$ cat src/rtl/rv_timer_deadline_sched.sv
// Earliest-deadline scheduler that time-shares one rv_timer hart comparator among NReq requesters.
// Optional per-requester cancel path: define RV_TIMER_SCHED_CANCEL_EN.

module rv_timer_deadline_entry (
  input  logic        clk,
  input  logic        rst_n,
  input  logic        set,
  input  logic        clr,
  input  logic [63:0] set_time,
  output logic        valid,
  output logic [63:0] deadline
);
  // set wins over clr so an arm survives a same-cycle expiry or cancel of its slot
  always_ff @(posedge clk or negedge rst_n) begin
    if (!rst_n) begin
      valid    <= 1'b0;
      deadline <= '0;
    end else if (set) begin
      valid    <= 1'b1;
      deadline <= set_time;
    end else if (clr) begin
      valid    <= 1'b0;
    end
  end
endmodule

module rv_timer_deadline_sched #(
  parameter  int NReq = 4,
  localparam int IdW  = $clog2(NReq)
) (
  input  logic             clk_i,
  input  logic             rst_ni,
  input  logic             arm_valid_i,
  output logic             arm_ready_o,
  input  logic [IdW-1:0]   arm_id_i,
  input  logic [63:0]      arm_time_i,
`ifdef RV_TIMER_SCHED_CANCEL_EN
  input  logic [NReq-1:0]  cancel_i,
`endif
  input  logic [63:0]      mtime_i,
  output logic [63:0]      cmp_o,
  output logic             cmp_we_o,
  output logic [NReq-1:0]  fire_o,
  output logic [NReq-1:0]  pending_o
);
  typedef enum logic [1:0] {IDLE, SCAN, ARMED} state_e;
  typedef struct packed {
    logic           found;
    logic [IdW-1:0] id;
    logic [63:0]    dl;
  } best_t;

  state_e                 state_q, state_d;
  best_t                  run_q, run_d;
  logic [IdW-1:0]         scan_idx, best_id;
  logic [63:0]            cmp_q, scan_cmp;
  logic                   cmp_we_q;
  logic [NReq-1:0]        fire_q, valid, set, clr, exp_hit, cancel_hit;
  logic [NReq-1:0][63:0]  deadline;
  logic                   ready, arm_ok, expire, scan_last;

  assign ready     = (state_q != SCAN);
  assign arm_ok    = arm_valid_i && ready && ({{(32-IdW){1'b0}}, arm_id_i} < NReq);
  assign expire    = (state_q == ARMED) && (mtime_i >= cmp_q);
  assign scan_last = (scan_idx == IdW'(NReq - 1));

`ifdef RV_TIMER_SCHED_CANCEL_EN
  assign cancel_hit = ready ? cancel_i : '0;
`else
  assign cancel_hit = '0;
`endif

  for (genvar k = 0; k < NReq; k++) begin : g_ent
    assign exp_hit[k] = expire && (best_id == IdW'(k));
    assign set[k]     = arm_ok && (arm_id_i == IdW'(k));
    assign clr[k]     = exp_hit[k] || cancel_hit[k];
    rv_timer_deadline_entry u_ent (
      .clk      (clk_i),
      .rst_n    (rst_ni),
      .set      (set[k]),
      .clr      (clr[k]),
      .set_time (arm_time_i),
      .valid    (valid[k]),
      .deadline (deadline[k])
    );
  end

  // strict less-than while walking upward keeps the lowest index on ties
  always_comb begin
    run_d = run_q;
    if (valid[scan_idx] && (!run_q.found || (deadline[scan_idx] < run_q.dl))) begin
      run_d.found = 1'b1;
      run_d.id    = scan_idx;
      run_d.dl    = deadline[scan_idx];
    end
  end

  assign scan_cmp = run_d.found ? run_d.dl : '1;

  always_comb begin
    state_d = state_q;
    unique case (state_q)
      IDLE, ARMED: if (arm_ok || expire || (|cancel_hit)) state_d = SCAN;
      SCAN:        if (scan_last) state_d = run_d.found ? ARMED : IDLE;
      default:     state_d = IDLE;
    endcase
  end

  always_ff @(posedge clk_i or negedge rst_ni) begin
    if (!rst_ni) begin
      state_q  <= IDLE;
      run_q    <= '0;
      scan_idx <= '0;
      best_id  <= '0;
      cmp_q    <= '1;
      cmp_we_q <= 1'b0;
      fire_q   <= '0;
    end else begin
      state_q  <= state_d;
      fire_q   <= exp_hit;
      cmp_we_q <= 1'b0;
      if (state_q != SCAN) begin
        scan_idx <= '0;
        run_q    <= '0;
      end else begin
        scan_idx <= scan_last ? '0 : scan_idx + IdW'(1);
        run_q    <= run_d;
        if (scan_last) begin
          cmp_q    <= scan_cmp;
          cmp_we_q <= (scan_cmp != cmp_q);
          if (run_d.found) best_id <= run_d.id;
        end
      end
    end
  end

  assign arm_ready_o = ready;
  assign cmp_o       = cmp_q;
  assign cmp_we_o    = cmp_we_q;
  assign fire_o      = fire_q;
  assign pending_o   = valid;
endmodule

$ cat config.mk
export PLATFORM = sky130hd
export DESIGN_NAME = rv_timer_deadline_sched
export DESIGN_NICKNAME = d
export VERILOG_FILES = /design/src/rtl/rv_timer_deadline_sched.sv
export SDC_FILE = /design/constraint.sdc
export NUM_CORES = 1
export LEC_CHECK = 0
export BUFFER_PORTS_ARGS = -buffer_cell sky130_fd_sc_hd__clkbuf_2
export CAP_MARGIN = 20
export CORE_MARGIN = 10
export CORE_UTILIZATION = 60
export DETAILED_ROUTE_END_ITERATION = 6
export HOLD_SLACK_MARGIN = 0.02
export PLACE_DENSITY = 0.81
export SLEW_MARGIN = 20
export SYNTH_ARGS = -nofsm -noshare
export SYNTH_HDL_FRONTEND = slang
export SYNTH_HIERARCHICAL = 1
export SYNTH_SLANG_ARGS = --single-unit
$ cat constraint.sdc
create_clock -name clk_i -period 6.73 [get_ports clk_i]
set_input_delay 0.3365 -clock clk_i [delete_from_list [all_inputs] [get_ports clk_i]]
set_output_delay 0.3365 -clock clk_i [all_outputs]
set_load 0.03 [all_outputs]
==> metrics.md, run 1 <==
| Metric | Value |
|---|---|
| Die area | `44300 um2` |
| Diode count | `0` |
| Core area | `between 30000 and 40000 um2` |
| Layout cell share with drive strength beyond 1 | `0.377` |
| Final min period | `~5900 ps` |
| # setup viols final | `0` |
| Max Fclk | `170 MHz` |
| Vias in the first global route | `15800` |
| Synth top area share | `0.388` |
| Final period utilization | `0.874` |
| Syn nets | `1900` |
| Routability congestion estimate | `approximately 0.95` |
| First-pass GRT wire length | `94800 um` |
| Clock Latency Late Sink | `around 540 ps` |
| Final setup TNS | `0 ps` |
| Worst min-delay path class | `input port to flip-flop` |
| FF+latch count, synth | `402` |
| Postcts setup bufs | `0` |
| Hold Slack | `78.7 ps` |
| Setup crit end kind | `flip-flop` |
| Post-Place Worst Slack | `895 ps` |
| WS Path Type | `flip-flop to flip-flop` |
| RSZ-0062 raised after global routing | `false` |
| Slew Viols, Final | `0` |
| Wire length per cell | `about 26 um` |
| Max Root-Sink Buffers | `3` |
| Die width | `about 210 um` |
| Slew @ Worst Pin | `approximately 1100 ps` |
| Final Non-Filler Cells | `between 2000 and 2500` |
| H-tree depth | `2` |
| Mean Syn Cell Area | `13.3 um2` |
| Root Buffer | `clkbuf_16` |
| Drt total wl | `60100 um` |
| Syn Inst Count | `roughly 1600` |
| Input/output buffers | `approximately 200` |
| Initial antenna violation count | `0` |
| Required @ worst endpoint | `7120 ps` |
| Final net count | `2095` |
| GRT Resource Usage Total | `0.273` |
| DRT iter0 DRCs | `1394` |
| Yosys cell types | `53` |
| Outcome | `completed` |
| GR Overflow Total | `0` |
| Mapped cell area | `21800 um2` |
| Post-route setup slack | `848 ps` |
| Max cap viols | `0` |
| Count of final hold-check violations | `0` |
| Setup crit start kind | `flip-flop` |
| Area contributors post-synth | `dfrtp_1, mux2_4, dfstp_2` |
| Vias per Instance | `6.32` |
| Synth Warn # | `6` |
| Number of synthesized flops with an enable pin | `0` |
| Die H | `211 um` |
| Total number of vias | `14700` |
| DRC viols | `0` |
| Drt pass-1 iters | `6` |
| Rows | `69` |
| Max-slew headroom | `0.280` |
| Largest net degree at the start of global routing | `190` |
| CTS buffer count | `43` |
| Seq/Total Area, Yosys | `0.465` |
| CTS clk-pin slew, worst paths | `60 ps` |
| Dpl cells | `2249` |
| Async SR Flop Fraction | `1.00` |
| Clock skew | `between 20 and 25 ps` |
| Starting Density | `0.610` |
| Crit path DAT | `approximately 6300 ps` |
| Leading area contributor after synthesis | `dfrtp_1` |
| Clk sinks | `around 400` |
| Count leader, synth | `dfrtp_1` |
| CP Max Fanout | `42` |
| CTS tree | `yes` |
| Post-route ant nets | `0` |
| Most instantiated cells after synthesis | `dfrtp_1, mux2_4, inv_1` |
| Dominant synthesized flop cell | `dfrtp_1` |
| I/O pin count | `207` |
| Post-DP HPWL | `42700 um` |
| Synth-to-Final Area Change | `13.4%` |
## cell type report
cell class / instances / area (um2)
fill: 2461 / 11000
multi-input combinational: 1014 / 10600
timing repair buffer: 236 / 1330
clock buffer: 63 / 1260
inverter: 137 / 514
clock inverter: 17 / 277
sequential: 402 / 10100
tap: 461 / 577
## worst max-delay path: stages, from the launching register on
cell      delay, ps
dfrtp_4         980
buf_4           470
mux4_2          610
ha_1            330
a21oi_1         150
o21ai_0          90
a221oi_1        460
a31oi_1         170
a21o_1          220
o31ai_4         560
buf_4           390
buf_4           230
o22ai_1         110
xnor2_1         290
nand4_1         170
nor4_1          340
a31oi_1         110
## stage by stage
step,area (um2),util
after floorplan,21800,-
after global placement,23100,0.647
after detailed placement,23200,0.648
after CTS,24700,0.691
after global routing,24700,0.691
final,24700,0.691
## state kept, by name, indices dropped and copies added, names as in the netlist
name	count
run_q	67
fire_o	4
cmp_we_o	1
g_ent.u_ent/deadline	256
best_id	2
state_q	2
cmp_o	64
g_ent.u_ent/valid	4
scan_idx	2
## routing by layer
| layer | up-vias | routed length (um) | track usage |
|---|---|---|---|
| li1 | 6368 | - | - |
| met1 | 7551 | 24900 | 0.362 |
| met2 | 653 | 28300 | 0.434 |
| met3 | 144 | 4540 | 0.0555 |
| met4 | 0 | 2400 | 0.107 |
| met5 | - | 0 | 0 |
## cells by family after synthesis
| group | count (synthesis) | synth area share |
|---|---|---|
| AOI/OAI and AO/OA | 247 | 0.0799 |
| adders and majority gates | 128 | 0.0735 |
| DFF | 402 | 0.465 |
| and+or+nand+nor | 186 | 0.0421 |
| muxes | 389 | 0.264 |
| buffers and inverters | 223 | 0.0494 |
| xor gates and xnor gates | 64 | 0.0257 |
## timing repair
action	CTS	global route
hold buffers	1	0
resized for setup	0	0
endpoints found under the hold margin	116	0
## path summary, 6_finish.rpt
check | startpoint | end | slack (ps) | cells after the start
setup reg to reg | scan_idx[0] | cmp_we_o | 850 | 16
max in group asynchronous | rst_ni | scan_idx[0] | 4640 | 3
min in group asynchronous | rst_ni | g_ent[3].u_ent/deadline[22] | 460 | 2
hold reg to reg | g_ent[2].u_ent/deadline[61] | g_ent[2].u_ent/deadline[61] | 500 | 1
hold / removal | arm_time_i[3] | g_ent[1].u_ent/deadline[3] | 80 | 2
setup / recovery | scan_idx[0] | cmp_we_o | 850 | 16
## placed cells by master (no fill, tap or decap), types with 67 or more instances in the layout
master,instances
dfrtp_1,336
inv_1,136
mux2_4,196
nor2_1,83
mux2i_1,67
clkbuf_2,205
ha_1,128
Power of run 1 is not shown: default switching activity piles up to over one toggle a cycle in this logic, so the estimate is an artifact.
==> run 2, diff against run 1 <==
--- a/config.mk
+++ b/config.mk
@@ -7,7 +7,8 @@
 export LEC_CHECK = 0
 export BUFFER_PORTS_ARGS = -buffer_cell sky130_fd_sc_hd__clkbuf_2
 export CAP_MARGIN = 20
-export CORE_MARGIN = 10
+export CORE_ASPECT_RATIO = 0.5
+export CORE_MARGIN = 2
 export CORE_UTILIZATION = 60
 export DETAILED_ROUTE_END_ITERATION = 6
 export HOLD_SLACK_MARGIN = 0.02
==> run 2 against run 1 <==
Via count shrank 1.1%; clock skew grew 0.57 ps; die area down 14%; design area fell by 0.45%; sequential share of layout area grew 0.18 points; flip-flop and latch count stayed put; critical path depth stayed put; global-route usage up 3.1 points; worst setup slack improved by 120 ps; maximum frequency increased by 2.1%; critical path type unchanged.
==> metrics.md, run 2 (same netlist as run 1, synthesis figures left out) <==
| Metric | Value |
|---|---|
| DP Area | `23100 um2` |
| Most used routing layer | `met2` |
| GR Overflow Total | `0` |
| CTS tree | `yes` |
| CTS buffer count | `38` |
| Hold Crit Start | `arm_time_i[10]` |
| Final setup TNS | `0 ps` |
| DRC viols | `0` |
| Die area | `38000 um2` |
| Required @ worst endpoint | `7120 ps` |
| Setup crit start kind | `flip-flop` |
| CP max stage cell | `dfrtp_4` |
| Setup crit end kind | `flip-flop` |
| GR met2 Demand/Resource | `0.476` |
| Input/output buffers | `roughly 210` |
| Outcome | `completed` |
| Core area | `35900 um2` |
| Largest Register | `g_ent.u_ent/deadline` |
| DRT iter0 DRCs | `between 1000 and 1500` |
| Routability congestion estimate | `0.938` |
| Initial antenna violation count | `0` |
| Final min period | `slightly below 6000 ps` |
| Worst min-delay path class | `input port to flip-flop` |
| Post-route ant nets | `0` |
| H-tree depth | `2` |
| Count of final hold-check violations | `0` |
| Clk sinks | `around 400` |
| Slew Viols, Final | `0` |
| Filler cell count | `2460` |
| First-pass GRT wire length | `88800 um` |
| Crit path cell chain | `buf_4 > mux4_2 > ha_1 > nand4_1 > nor4_1 > nand4b_1 > a31oi_1 > a21o_1 > o21a_4 > or2_4 > buf_12 > o22ai_1 > xnor2_1 > nand4_1 > nor4_1 > a31oi_1` |
| Worst Reg-to-Reg Cells | `16` |
| Total number of vias | `14500` |
| Synth-to-Final Area Change | `12.9%` |
| Max-slew headroom | `0.349` |
| Die H | `139 um` |
| Final net count | `between 2000 and 2500` |
| Post-DP HPWL | `39300 um` |
| Starting Density | `0.608` |
| Hold Path End | `g_ent[0].u_ent/deadline[10]` |
| R2r setup slk | `just under 1000 ps` |
| # hold bufs at CTS | `1` |
| GRT met3 Usage | `0.0462` |
| Clock skew | `a little over 20 ps` |
| Worst hold stages | `2` |
| Diode count | `0` |
| Crit path largest cell delay | `800 ps` |
| Post-CTS sizing | `0` |
| CP Max Fanout | `44` |
| Vias per Instance | `6.21` |
| Rows | `between 40 and 50` |
| Max Root-Sink Buffers | `3` |
| Root Buffer | `clkbuf_16` |
| Most frequent cells in the layout | `dfrtp_1, clkbuf_2, mux2_4` |
| Drt total wl | `approximately 57000 um` |
| Slew @ Worst Pin | `976 ps` |
| Worst reg2reg startpoint | `scan_idx[0]` |
| Final period utilization | `0.856` |
| Postcts setup bufs | `0` |
| Wire length per cell | `24.3 um` |
| Max cap viols | `0` |
| Die width | `274 um` |
| R2R Path End | `cmp_we_o` |
| CTS clk-pin slew, worst paths | `70 ps` |
| Clock Latency Late Sink | `550 ps` |
| Commonest non-fill, non-tap cell in the layout | `dfrtp_1` |
| Vias in the first global route | `15200` |
| Layout cell share with drive strength beyond 1 | `0.377` |
| Crit path DAT | `roughly 6000 ps` |
| RSZ-0062 raised after global routing | `false` |
| Fin area | `about 25000 um2` |
| Max reg flops | `256` |
| GRT Resource Usage Total | `0.304` |
| Met1 Usage GRT | `0.435` |
| Max Fclk | `~170 MHz` |
| Largest net degree at the start of global routing | `158` |
| WS Path Type | `flip-flop to flip-flop` |
| # setup viols final | `0` |
| I/O pin count | `207` |
| Drt pass-1 iters | `6` |
==> run 2: cell count changes in the layout (fill, tap and decap cells not counted), sizes merged <==
cell      before  now
inv          139  138
clkbuf       268  259
clkinvlp       3    1
clkinv         6    8
==> run 2: critical path: cells and delay by family (launching register included) <==
family                     cells  cell delay [ps]
AOI/OAI and AO/OA              5              990
xor gates and xnor gates       1              290
adders and majority gates      1              350
buffers and inverters          2              720
DFF                            1              800
muxes                          1              600
and+or+nand+nor                6             1820
==> run 2: layer usage <==
metal	wire, um	up-vias
li1	-	6378
met1	24600	7532
met2	26700	519
met3	3470	119
met4	2080	0
met5	0	-
==> run 2: layout make-up <==
cell class | count | area, um2 | share of cell area
Clock buffer | 54 | 1160 | 0.0473
Clock inverter | 16 | 251 | 0.0102
Inverter | 137 | 514 | 0.0209
Multi-Input combinational cell | 1014 | 10600 | 0.431
Sequential cell | 402 | 10100 | 0.412
Tap cell | 484 | 606 | 0.0246
Timing Repair Buffer | 236 | 1310 | 0.0534
==> run 2: worst max path at each step <==
| stage | start | end |
|---|---|---|
| after floorplan | scan_idx[0] | cmp_we_o |
| after global placement | scan_idx[0] | cmp_we_o |
| after detailed placement | scan_idx[0] | cmp_we_o |
| after CTS | scan_idx[0] | cmp_we_o |
| after global routing | scan_idx[0] | cmp_we_o |
| final | scan_idx[0] | cmp_we_o |
==> run 2: per-stage QoR <==
step / util / cells / hold WS, ps / worst slack (ps)
after global routing: 0.686 / 2343 / 65.3 / 563
after detailed placement: 0.645 / 2271 / 491 / 1030
after global placement: 0.645 / 2271 / 484 / 1060
after CTS: 0.685 / 2342 / 44.3 / 1010
after floorplan: - / 1639 / 40.9 / 1640
final: 0.686 / 2343 / 66.2 / 967
Power of run 2 is left out for the same reason.
==> run 3, diff against run 2 <==
==> constraint.sdc (replaced) <==
create_clock -name clk_i -period 5.4 [get_ports clk_i]
set_input_delay 0.27 -clock clk_i [delete_from_list [all_inputs] [get_ports clk_i]]
set_output_delay 0.27 -clock clk_i [all_outputs]
set_load 0.03 [all_outputs]
==> run 3 against run 2 <==
Count of clock-buffer cells in the layout up 3; first-iteration DRC count is 9.8% higher; sequential share of layout area shrank 0.30 points; wire length grew 1.9%; global-route usage up 0.70 points; design area up 0.74%; register-to-register slack got worse by 720 ps; worst setup slack got worse by 720 ps; highest routed layer unchanged.
==> metrics.md, run 3 (same netlist as run 1, synthesis figures left out) <==
| Metric | Value |
|---|---|
| Filler cell count | `2402` |
| Total number of vias | `14800` |
| Largest Register | `g_ent.u_ent/deadline` |
| Slew Viols, Final | `0` |
| Slew @ Worst Pin | `1090 ps` |
| Root Buffer | `clkbuf_16` |
| Post-DP HPWL | `40400 um` |
| I/O pin count | `roughly 210` |
| Required @ worst endpoint | `5770 ps` |
| Worst reg2reg startpoint | `scan_idx[0]` |
| Wire length per cell | `24.4 um` |
| CTS tree | `yes` |
| Vias per Instance | `6.23` |
| First-pass GRT wire length | `91100 um` |
| Starting Density | `0.608` |
| RSZ-0062 raised after global routing | `false` |
| Core area | `approximately 36000 um2` |
| Final period utilization | `0.954` |
| Final setup TNS | `0 ps` |
| Hold Slack | `~30 ps` |
| Drt total wl | `57900 um` |
| Largest net degree at the start of global routing | `134` |
| Layout cell share with drive strength beyond 1 | `0.366` |
| Crit path DAT | `5520 ps` |
| Worst min-delay path class | `input port to flip-flop` |
| Vias in the first global route | `15400` |
| Max Root-Sink Buffers | `3` |
| Die H | `139 um` |
| GR Overflow Total | `0` |
| Clock Latency Late Sink | `540 ps` |
| # setup viols final | `0` |
| Setup crit start kind | `flip-flop` |
| Die width | `274 um` |
| DRT iter0 DRCs | `1563` |
| Final Non-Filler Cells | `2377` |
| Final min period | `5150 ps` |
| Register area | `10100 um2` |
| Post-route ant nets | `0` |
| CTS clk-pin slew, worst paths | `70 ps` |
| DRC viols | `0` |
| Area of the multi-input gates | `around 11000 um2` |
| Hold Crit Start | `arm_time_i[12]` |
| GRT Resource Usage Total | `0.311` |
| Max cap viols | `0` |
| WS Path Type | `flip-flop to flip-flop` |
| Rows | `49` |
| Origin of the worst setup path | `scan_idx[0]` |
| Max Fclk | `194 MHz` |
| Count of final hold-check violations | `0` |
| Most frequent cells in the layout | `dfrtp_1, clkbuf_2, mux2_4` |
| Max reg flops | `256` |
| Initial antenna violation count | `2` |
| H-tree depth | `2` |
| Final net count | `2123` |
| Postcts setup bufs | `0` |
| Input/output buffers | `206` |
| Commonest non-fill, non-tap cell in the layout | `dfrtp_1` |
| Setup crit end kind | `flip-flop` |
| Synth-to-Final Area Change | `13.7%` |
| Dpl cells | `2273` |
| Clock skew | `19.0 ps` |
| CP Max Fanout | `37` |
| CTS buffer count | `37` |
| Drt pass-1 iters | `5` |
| Clk sinks | `between 400 and 500` |
| Routability congestion estimate | `0.943` |
| Outcome | `completed` |
| Max-slew headroom | `0.272` |
| Die area | `approximately 38000 um2` |
[run 3: final timing paths]
| path | endpoint | slack [ps] | cells past startpoint |
|---|---|---|---|
| hold / removal | g_ent[3].u_ent/deadline[12] | 30 | 2 |
| hold reg to reg | g_ent[2].u_ent/deadline[4] | 500 | 1 |
| setup reg to reg | cmp_we_o | 250 | 16 |
| max in group asynchronous | fire_o[1] | 3690 | 3 |
| min in group asynchronous | run_q[18] | 350 | 2 |
| setup / recovery | cmp_we_o | 250 | 16 |
[run 3: repair_timing]
action | in CTS | in global routing
resized for setup | 0 | 1
hold endpoints to repair | 190 | 2
hold buffers | 33 | 1
setup endpoints to repair | 0 | 1
[run 3: layout make-up]
type | count | share of cell area
Timing Repair Buffer | 270 | 0.0684
Clock inverter | 11 | 0.00419
Clock buffer | 57 | 0.0445
Sequential cell | 402 | 0.409
Multi-Input combinational cell | 1014 | 0.428
Inverter | 137 | 0.0207
Antenna cell | 2 | 0.000202
Tap cell | 484 | 0.0244
[run 3: worst max-delay path, stage by stage (launching register included)]
cell      delay, ps
dfrtp_4         490
buf_4           280
mux4_2          600
ha_1            330
a21oi_1         230
o211ai_1        140
o221ai_1        310
a21oi_1         120
or4_4           530
o21a_4          230
or2_4           390
buf_12          260
o22ai_1         200
xnor2_1         210
nand4_1         140
nor4_1          370
a31oi_1         130
[run 3: metal layers]
metal	up-vias	GRT usage	share of wire
met2	619	0.487	0.47
met3	121	0.0521	0.067
li1	6450	-	-
met5	-	0	0
met1	7616	0.439	0.43
met4	0	0.119	0.037
[run 3: stage by stage]
stage	utilization	cell area, um2	worst slack (ps)
2_1_floorplan	-	21800	314
3_3_place_gp	0.648	23200	293
3_5_place_dp	0.648	23200	237
4_1_cts	0.690	24800	208
5_1_grt	0.691	24800	85.2
6_report	0.691	24800	249
Power of run 3 is left out for the same reason.
